$ cat src/rtl/alarm_clock_pkg.sv
// Shared types and field limits for the alarm clock controller.
package alarm_clock_pkg;

    localparam int unsigned HH_W   = 5;
    localparam int unsigned MS_W   = 6;
    localparam int unsigned RING_W = 8;
    localparam int unsigned HH_MAX = 23;
    localparam int unsigned MM_MAX = 59;
    localparam int unsigned SS_MAX = 59;

    typedef enum logic [2:0] {
        RUN      = 3'd0,
        SET_T_HH = 3'd1,
        SET_T_MM = 3'd2,
        SET_A_HH = 3'd3,
        SET_A_MM = 3'd4
    } mode_e;

endpackage

$ cat src/rtl/alarm_clock_ctrl_wrap_counter.sv
// Modular up-counter 0..MAX with synchronous clear; wrap flags the terminal count.
module wrap_counter #(
    parameter int unsigned W   = 6,
    parameter int unsigned MAX = 59
) (
    input  logic         clk,
    input  logic         rst,
    input  logic         en,
    input  logic         clr,
    output logic [W-1:0] q,
    output logic         wrap
);

    assign wrap = (q == W'(MAX));

    always_ff @(posedge clk or posedge rst) begin
        if (rst) begin
            q <= '0;
        end else if (clr) begin
            q <= '0;
        end else if (en) begin
            q <= wrap ? '0 : q + W'(1);
        end
    end

endmodule

$ cat src/rtl/alarm_clock_ctrl.sv
// Alarm clock sequencer: timekeeping carry chain, set-mode FSM, alarm compare and ring timeout.
module alarm_clock_ctrl
    import alarm_clock_pkg::*;
#(
    parameter int unsigned RING_SECS = 60
) (
    input  logic            clk,
    input  logic            rst,
    input  logic            tick_1s,
    input  logic            btn_mode,
    input  logic            btn_inc,
    output logic [HH_W-1:0] time_hh,
    output logic [MS_W-1:0] time_mm,
    output logic [MS_W-1:0] time_ss,
    output logic [HH_W-1:0] alarm_hh,
    output logic [MS_W-1:0] alarm_mm,
    output logic            alarm_armed,
    output logic            ring,
    output logic [2:0]      mode
);

    mode_e             state;
    logic [RING_W-1:0] ring_cnt;

    logic inc_evt, time_run, enter_set_t;
    logic ss_en, mm_en, hh_en, ahh_en, amm_en;
    logic ss_wrap, mm_wrap, hh_wrap, ahh_wrap_unused, amm_wrap_unused;
    logic ss_carry, mm_carry;
    logic trigger, stop;
    logic [MS_W-1:0] mm_next;
    logic [HH_W-1:0] hh_next;

    // btn_mode has priority over btn_inc in the same cycle
    assign inc_evt     = btn_inc & ~btn_mode;
    assign time_run    = (state == RUN) | (state == SET_A_HH) | (state == SET_A_MM);
    assign enter_set_t = (state == RUN) & btn_mode & ~ring;

    assign ss_en    = tick_1s & time_run;
    assign ss_carry = ss_en & ss_wrap;
    assign mm_carry = ss_carry & mm_wrap;
    assign mm_en    = ss_carry | ((state == SET_T_MM) & inc_evt);
    assign hh_en    = mm_carry | ((state == SET_T_HH) & inc_evt);
    assign ahh_en   = (state == SET_A_HH) & inc_evt;
    assign amm_en   = (state == SET_A_MM) & inc_evt;

    // Time value that a tick at ss=59 would produce, for the alarm compare
    assign mm_next = mm_wrap ? '0 : time_mm + MS_W'(1);
    assign hh_next = !mm_wrap ? time_hh : (hh_wrap ? '0 : time_hh + HH_W'(1));

    assign trigger = (state == RUN) & alarm_armed & tick_1s & ss_wrap
                   & (mm_next == alarm_mm) & (hh_next == alarm_hh);
    assign stop    = (state == RUN) & (btn_mode | (inc_evt & alarm_armed));

    wrap_counter #(.W(MS_W), .MAX(SS_MAX)) u_ss (
        .clk(clk), .rst(rst), .en(ss_en), .clr(enter_set_t), .q(time_ss), .wrap(ss_wrap)
    );
    wrap_counter #(.W(MS_W), .MAX(MM_MAX)) u_mm (
        .clk(clk), .rst(rst), .en(mm_en), .clr(1'b0), .q(time_mm), .wrap(mm_wrap)
    );
    wrap_counter #(.W(HH_W), .MAX(HH_MAX)) u_hh (
        .clk(clk), .rst(rst), .en(hh_en), .clr(1'b0), .q(time_hh), .wrap(hh_wrap)
    );
    wrap_counter #(.W(MS_W), .MAX(MM_MAX)) u_amm (
        .clk(clk), .rst(rst), .en(amm_en), .clr(1'b0), .q(alarm_mm), .wrap(amm_wrap_unused)
    );
    wrap_counter #(.W(HH_W), .MAX(HH_MAX)) u_ahh (
        .clk(clk), .rst(rst), .en(ahh_en), .clr(1'b0), .q(alarm_hh), .wrap(ahh_wrap_unused)
    );

    // Mode sequencing, arm toggle and ring timeout
    always_ff @(posedge clk or posedge rst) begin
        if (rst) begin
            state       <= RUN;
            alarm_armed <= 1'b0;
            ring        <= 1'b0;
            ring_cnt    <= '0;
        end else begin
            case (state)
                RUN:      if (btn_mode && !ring) state <= SET_T_HH;
                SET_T_HH: if (btn_mode) state <= SET_T_MM;
                SET_T_MM: if (btn_mode) state <= SET_A_HH;
                SET_A_HH: if (btn_mode) state <= SET_A_MM;
                SET_A_MM: if (btn_mode) state <= RUN;
                default:  state <= RUN;
            endcase

            if ((state == RUN) && inc_evt) begin
                alarm_armed <= ~alarm_armed;
            end

            if (stop) begin
                ring     <= 1'b0;
                ring_cnt <= '0;
            end else if (trigger) begin
                ring     <= 1'b1;
                ring_cnt <= RING_W'(RING_SECS);
            end else if (ring && tick_1s) begin
                ring_cnt <= ring_cnt - RING_W'(1);
                if (ring_cnt <= RING_W'(1)) begin
                    ring <= 1'b0;
                end
            end
        end
    end

    assign mode = 3'(state);

endmodule
$ cat config.mk
export PLATFORM = sky130hd
export DESIGN_NAME = alarm_clock_ctrl
export DESIGN_NICKNAME = d
export VERILOG_FILES = /design/src/rtl/alarm_clock_pkg.sv /design/src/rtl/alarm_clock_ctrl_wrap_counter.sv /design/src/rtl/alarm_clock_ctrl.sv
export SDC_FILE = /design/constraint.sdc
export NUM_CORES = 1
export LEC_CHECK = 0
export CAP_MARGIN = 25
export CORE_UTILIZATION = 55
export DETAILED_ROUTE_END_ITERATION = 7
export PLACE_DENSITY_LB_ADDON = 0.3
export SKIP_LAST_GASP = 1
export SYNTH_ARGS = -nofsm -noshare
export SYNTH_HDL_FRONTEND = slang
export SYNTH_HIERARCHICAL = 1
export SYNTH_SLANG_ARGS = --single-unit
$ cat constraint.sdc
create_clock -name clk -period 3.2 [get_ports clk]
set_input_delay 0.32 -clock clk [delete_from_list [all_inputs] [get_ports clk]]
set_output_delay 0.32 -clock clk [all_outputs]
set_load 0.02 [all_outputs]
# Word level (Yosys, flattened, before mapping)
# Cells that the tools add are included.
classes:
  n_mux: 21
  eq_ne: 16
  order_cmp: 1
  n_bitwise: 25
  n_shift: 0
  div: 0
  multipliers: 0
  add_sub_neg: 6
  reduce_logical: 10
op_table:
  columns: ["operator", "count"]
  rows:
  - ["2-to-1 mux 6 bit", 5]
  - ["2-to-1 mux 8 bit", 3]
  - ["adder 6 x 1 -> 6 bit, second input constant", 3]
  - ["== test 6 bit, second input constant", 3]
  - ["AND 1 bit", 17]
  - ["2-to-1 mux 3 bit", 5]
  - ["2-to-1 mux 5 bit", 3]
  - ["one-hot mux 3 bit (5 select lines)", 1]
  - ["adder 5 x 1 -> 5 bit, second input constant", 2]
  - ["== test 5 bit, second input constant", 2]
  - ["less-or-equal comparator 8 x 1 -> 1 bit, second input constant", 1]
  - ["inequality test 2 bit, second input constant", 4]
  - ["subtractor 8 x 1 -> 8 bit, second input constant", 1]
  - ["== test 3 x 2 -> 1 bit, second input constant", 2]
  - ["== test 6 bit", 1]
  - ["nonzero test 3 bit", 2]
  - ["== test 5 bit", 1]
  - ["OR 1 bit", 5]
  - ["AND reduction 5 bit", 1]
  - ["2-to-1 mux 1 bit", 4]
  - ["== test 3 x 1 -> 1 bit, second input constant", 1]
  - ["== test 3 bit, second input constant", 1]
  - ["logical AND 1 bit", 3]
  - ["logical NOT 3 bit", 1]
  - ["5 further kinds", 7]
word_totals:
  output_inout_bits: 33
  ramBits: 0
  n_memories: 0
  inputBits: 5
  latch_bits: 0
  mem_bits_ro: 0
  wordCells: 88
  regBits: 41

# Logic depth before layout (Yosys ltp)
logic_depth:
  word_depth: 8
  mapped_depth: 11
  depth_no_buf: 9

# By module
# The synthesis kept the hierarchy.
by_module_without_submodules:
  columns: ["mod", "area_per_inst_um2", "seq_area_each_um2", "cells_per_inst", "n_inst"]
  rows:
  - ["alarm_clock_ctrl", 1296.2, 325.3, 157, 1]
  - ["wrap_counter at u_amm ...", 350.3, 150.1, 38, 3]
  - ["wrap_counter at u_ahh ...", 244.0, 125.1, 22, 2]

# Least setup slack after synthesis
# OpenSTA, ideal clock, no wires.
synth_path:
  kind: "reg-to-reg"
  startpoint: "register u_mm.q[0]"
  endpoint: "register ring"
  setup_time_ps: 95
  path_slack_ps: 355
  path_stages_with_launch: 11
  required_ps: 3105
  period_less_slack_ps: 2845
  arrival_ps: 2750
  path_buffers: 1
  cell_sequence: "dfrtp_1 ha_1 nand2b_1 nor3_2 buf_4 inv_1 or4_1 o31ai_1 nor4bb_1 or4b_4 o31ai_1"
synth_between:
  elab_chain_cells: 7
  word_cells_on_any_way: 13
  classes_between: "add/sub: 1; eq/ne: 3; mux: 4; bitwise: 2; reduce/logical: 3"
synth_rtl:
  columns: ["item", "line", "source"]
  rows:
  - ["start: declaration", "alarm_clock_ctrl_wrap_counter.sv:10", "output logic [W-1:0] q,"]
  - ["start signal: assignment", "alarm_clock_ctrl_wrap_counter.sv:22", "q <= wrap ? '0 : q + W'(1);"]
  - ["== test 6 bit (*)", "alarm_clock_ctrl_wrap_counter.sv:14", "assign wrap = (q == W'(MAX));"]
  - ["net mm_wrap", "alarm_clock_ctrl.sv:27", "logic ss_wrap, mm_wrap, hh_wrap, ahh_wrap_unused, amm_wrap_unused;"]
  - ["2-to-1 mux 6 bit", "alarm_clock_ctrl.sv:47", "assign mm_next = mm_wrap ? '0 : time_mm + MS_W'(1);"]
  - ["== test 6 bit", "alarm_clock_ctrl.sv:51", "& (mm_next == alarm_mm) & (hh_next == alarm_hh);"]
  - ["AND 1 bit", "alarm_clock_ctrl.sv:51", null]
  - ["AND 1 bit (*)", "alarm_clock_ctrl.sv:51", null]
  - ["nonzero test 3 bit (no line) / 2-to-1 mux 1 bit (equally long branches)", null, null]
  - ["AND reduction 2 bit (no line) / 2-to-1 mux 1 bit (equally long branches)", null, null]
  - ["end signal: assignment", "alarm_clock_ctrl.sv:75", "ring <= 1'b0;"]
  - ["end signal: assignment", "alarm_clock_ctrl.sv:92", "ring <= 1'b0;"]
  - ["end signal: assignment", "alarm_clock_ctrl.sv:95", "ring <= 1'b1;"]
  - ["end: declaration", "alarm_clock_ctrl.sv:18", "output logic ring,"]
# Mark *: on every way through the listed nets, which the timed path passes. The rest lies on a longest branch.
# A chain may end at the register's enable or synchronous reset.

# Worst setup path after layout
layout_path:
  startpoint: "register u_mm.q[1]"
  endpoint: "register ring"
# Same word-level chain as after synthesis.

==> results by group <==
Place
  • PortBufs: 37
  • Gpl congestion: 0.919
  • Post-DP HPWL: 4.54 mm

Clocking
  • Total CTS buffers: 5
  • Clk sinks: 41
  • # resized after CTS: 0
  • H-tree levels: 2
  • Post-CTS setup buffers: 0
  • Worst-case clock buffer depth: 2
  • Clock transition at path regs: 0.08 ns
  • Cts-stage hold buffer count: 0
  • CTS tree: yes
  • Clock Latency Late Sink: 0.29 ns
  • CTS Root Cell: clkbuf_8

Drt
  • Iteration-0 DRC count of the detailed router: 118
  • Routed WL per cell: 14.0 um
  • Routed Antenna Nets: 0
  • DRC: 0
  • Router iterations before antenna repair: 4
  • Avg Vias per Cell: 5.68
  • Total Routed Length: 6.13 mm
  • DR vias: 2,487

Critical path
  • WS Path Type: flip-flop to flip-flop
  • Worst-path maximum fanout: 17
  • Startpoint Class: flip-flop
  • Crit path arrival time: 3.08 ns
  • Crit. End Element: flip-flop
  • Required time of the critical path: 3.40 ns

Global routing
  • Vias in the first global route: 2,293
  • Pin count of the biggest net entering global routing: 18
  • First-pass GRT wire length: 10.2 mm
  • Initial antenna violation count: 0
  • Grt total ovfl: 0
  • Total GRT Usage: 24.5%

Logic synthesis
  • Mapped Area: 0.00284 mm^2
  • Synth Instances: 315
  • Post-synthesis sequential area ratio: 36.2%
  • Ys flop type: dfrtp_1
  • Post-synth EDFFs: 0
  • Synth Area per Inst: 9.00 um^2
  • Synth cell types: 56
  • Syn. warnings: 6
  • Synth Register Bits: 41
  • Ys async rst share: 100%

STA
  • Max-slew violation count: 0
  • Fmax: 348 MHz
  • Min Tclk post-route: 2.88 ns
  • Fin crit share: 89.9%
  • Slew margin rel.: 62.0%
  • Layout Skew: 0.00578 ns
  • Unrepaired setup endpoints after global routing: no
  • Setup TNS: 0 ns
  • Worst slew pin tran: 0.568 ns
  • Final hold violations: 0
  • # setup viols final: 0

Layout
  • Commonest non-fill, non-tap cells in the layout: 41 x dfrtp_1, 37 x clkdlybuf4s50_1, 31 x nor2_1
  • Share of cells above drive strength 1: 8.36%
  • P&R area growth vs syn: 20.6%
  • Fin nets: 384
  • Commonest non-fill, non-tap cell in the layout: dfrtp_1
  • Post-layout util: 70.5%
  • Ant diodes: 0

Run status
  • Outcome: finished, final reports clean

Die
  • Row Count: 25
  • Chip Height: 73.8 um
  • Num ports: 38
  • Initial core utilization: 58.5%
  • Core area: 0.00485 mm^2
  • Die X: 73.8 um
  • Die area: 0.00545 mm^2

Hold path
  • Worst hold path class: input pin to async pin

Flow run
  • MaxCap Viol Count: 0

Power and ir drop
  • Leak: 1.43 nW
  • Pwr per Cell Area: 408 mW/mm^2
  • Max VDD drop: 225 uV
==> stage by stage <==
step	worst slack (ns)	instances	hold WS (ns)	total power, mW	cell area [um^2]
finish	0.323	438	0.439	1.39	3420
global route	0.0302	438	0.482	1.47	3420
CTS	0.314	438	0.468	1.40	3420
detailed placement	0.357	430	0.532	1.07	3340
global placement	0.451	430	0.521	1.06	3340
floorplan	0.355	326	0.0985	0.909	2880
==> per-layer routing <==
layer / vias to the layer above / global-route usage (%) / wire [um]
li1: 1235 / - / -
met1: 1184 / 32.4 / 2870
met2: 61 / 40.5 / 2940
met3: 7 / 3.98 / 247
met4: 0 / 8.55 / 73
met5: - / 0 / 0
==> critical path, cell delays in order (launching register included) <==
cell,delay (ns)
dfrtp_1,0.49
ha_1,0.25
nand2b_1,0.12
nor3_2,0.34
buf_4,0.29
nor2b_1,0.06
mux2i_1,0.16
xor2_1,0.18
nor4bb_1,0.28
or4b_4,0.52
o31ai_1,0.09
==> cells in the mapped netlist (6+ instances only) <==
cell type  number  area, um^2
a21oi_1        13        65.1
dfrtp_1        41        1030
ha_1            9         113
inv_1          17        63.8
mux2i_1        11         110
nand2_1        21        78.8
nand2b_1       15        93.8
nand3_1        12        60.1
nor2_1         31         116
nor2b_1         9        56.3
nor3_1          6        30.0
o22ai_1         8        50.1
xnor2_1        13         114
xor2_1         11        96.3
==> cell type report <==
| class | count | area (um^2) |
|---|---|---|
| clock inverters | 2 | 10.0 |
| well taps | 67 | 83.8 |
| repair buffers | 46 | 438 |
| flip-flops and latches | 41 | 1030 |
| inverters | 17 | 63.8 |
| fillers | 379 | 1430 |
| clock buffers | 6 | 72.6 |
| multi-input cells | 259 | 1730 |
==> registers in the layout, summed over array words and instances, names as in the netlist <==
| signal | cells |
|---|---|
| u_ss/q | 6 |
| alarm_armed | 1 |
| mode | 3 |
| ring_cnt | 8 |
| u_mm/q | 6 |
| u_amm/q | 6 |
| u_ahh/q | 5 |
| ring | 1 |
| u_hh/q | 5 |
==> kinds of logic after synthesis <==
family                   Yosys count  synth area share, %
XOR/XNOR                          24                 7.41
AO/OA/AOI/OAI                     61                 14.9
other                              1                0.132
buffers and inverters             26                 4.41
flip-flops                        41                 36.2
AND/OR/NAND/NOR                  142                 29.1
multiplexers                      11                 3.88
adder cells (fa/ha/maj)            9                 3.97
==> report_power, final <==
group	switching [mW]	internal, mW
sequential	0.0845	0.562
combinational	0.231	0.189
clock	0.177	0.151
==> worst paths after layout <==
| kind | cells after the start | start | slack [ns] | endpoint |
|---|---|---|---|---|
| max | 10 | u_mm/q[1]$_DFFE_PP0P_ | 0.32 | ring$_DFFE_PP0P_ |
| min | 2 | rst | 0.44 | u_ahh/q[3]$_DFFE_PP0P_ |
| max reg2reg | 10 | u_mm/q[1]$_DFFE_PP0P_ | 0.32 | ring$_DFFE_PP0P_ |
| min reg2reg | 2 | ring_cnt[6]$_DFFE_PP0P_ | 0.55 | ring_cnt[6]$_DFFE_PP0P_ |
| max in group asynchronous | 2 | rst | 2.32 | ring_cnt[2]$_DFFE_PP0P_ |
| min in group clk | 2 | ring_cnt[6]$_DFFE_PP0P_ | 0.55 | ring_cnt[6]$_DFFE_PP0P_ |
Note: power is estimated with default switching activity, not from simulation.
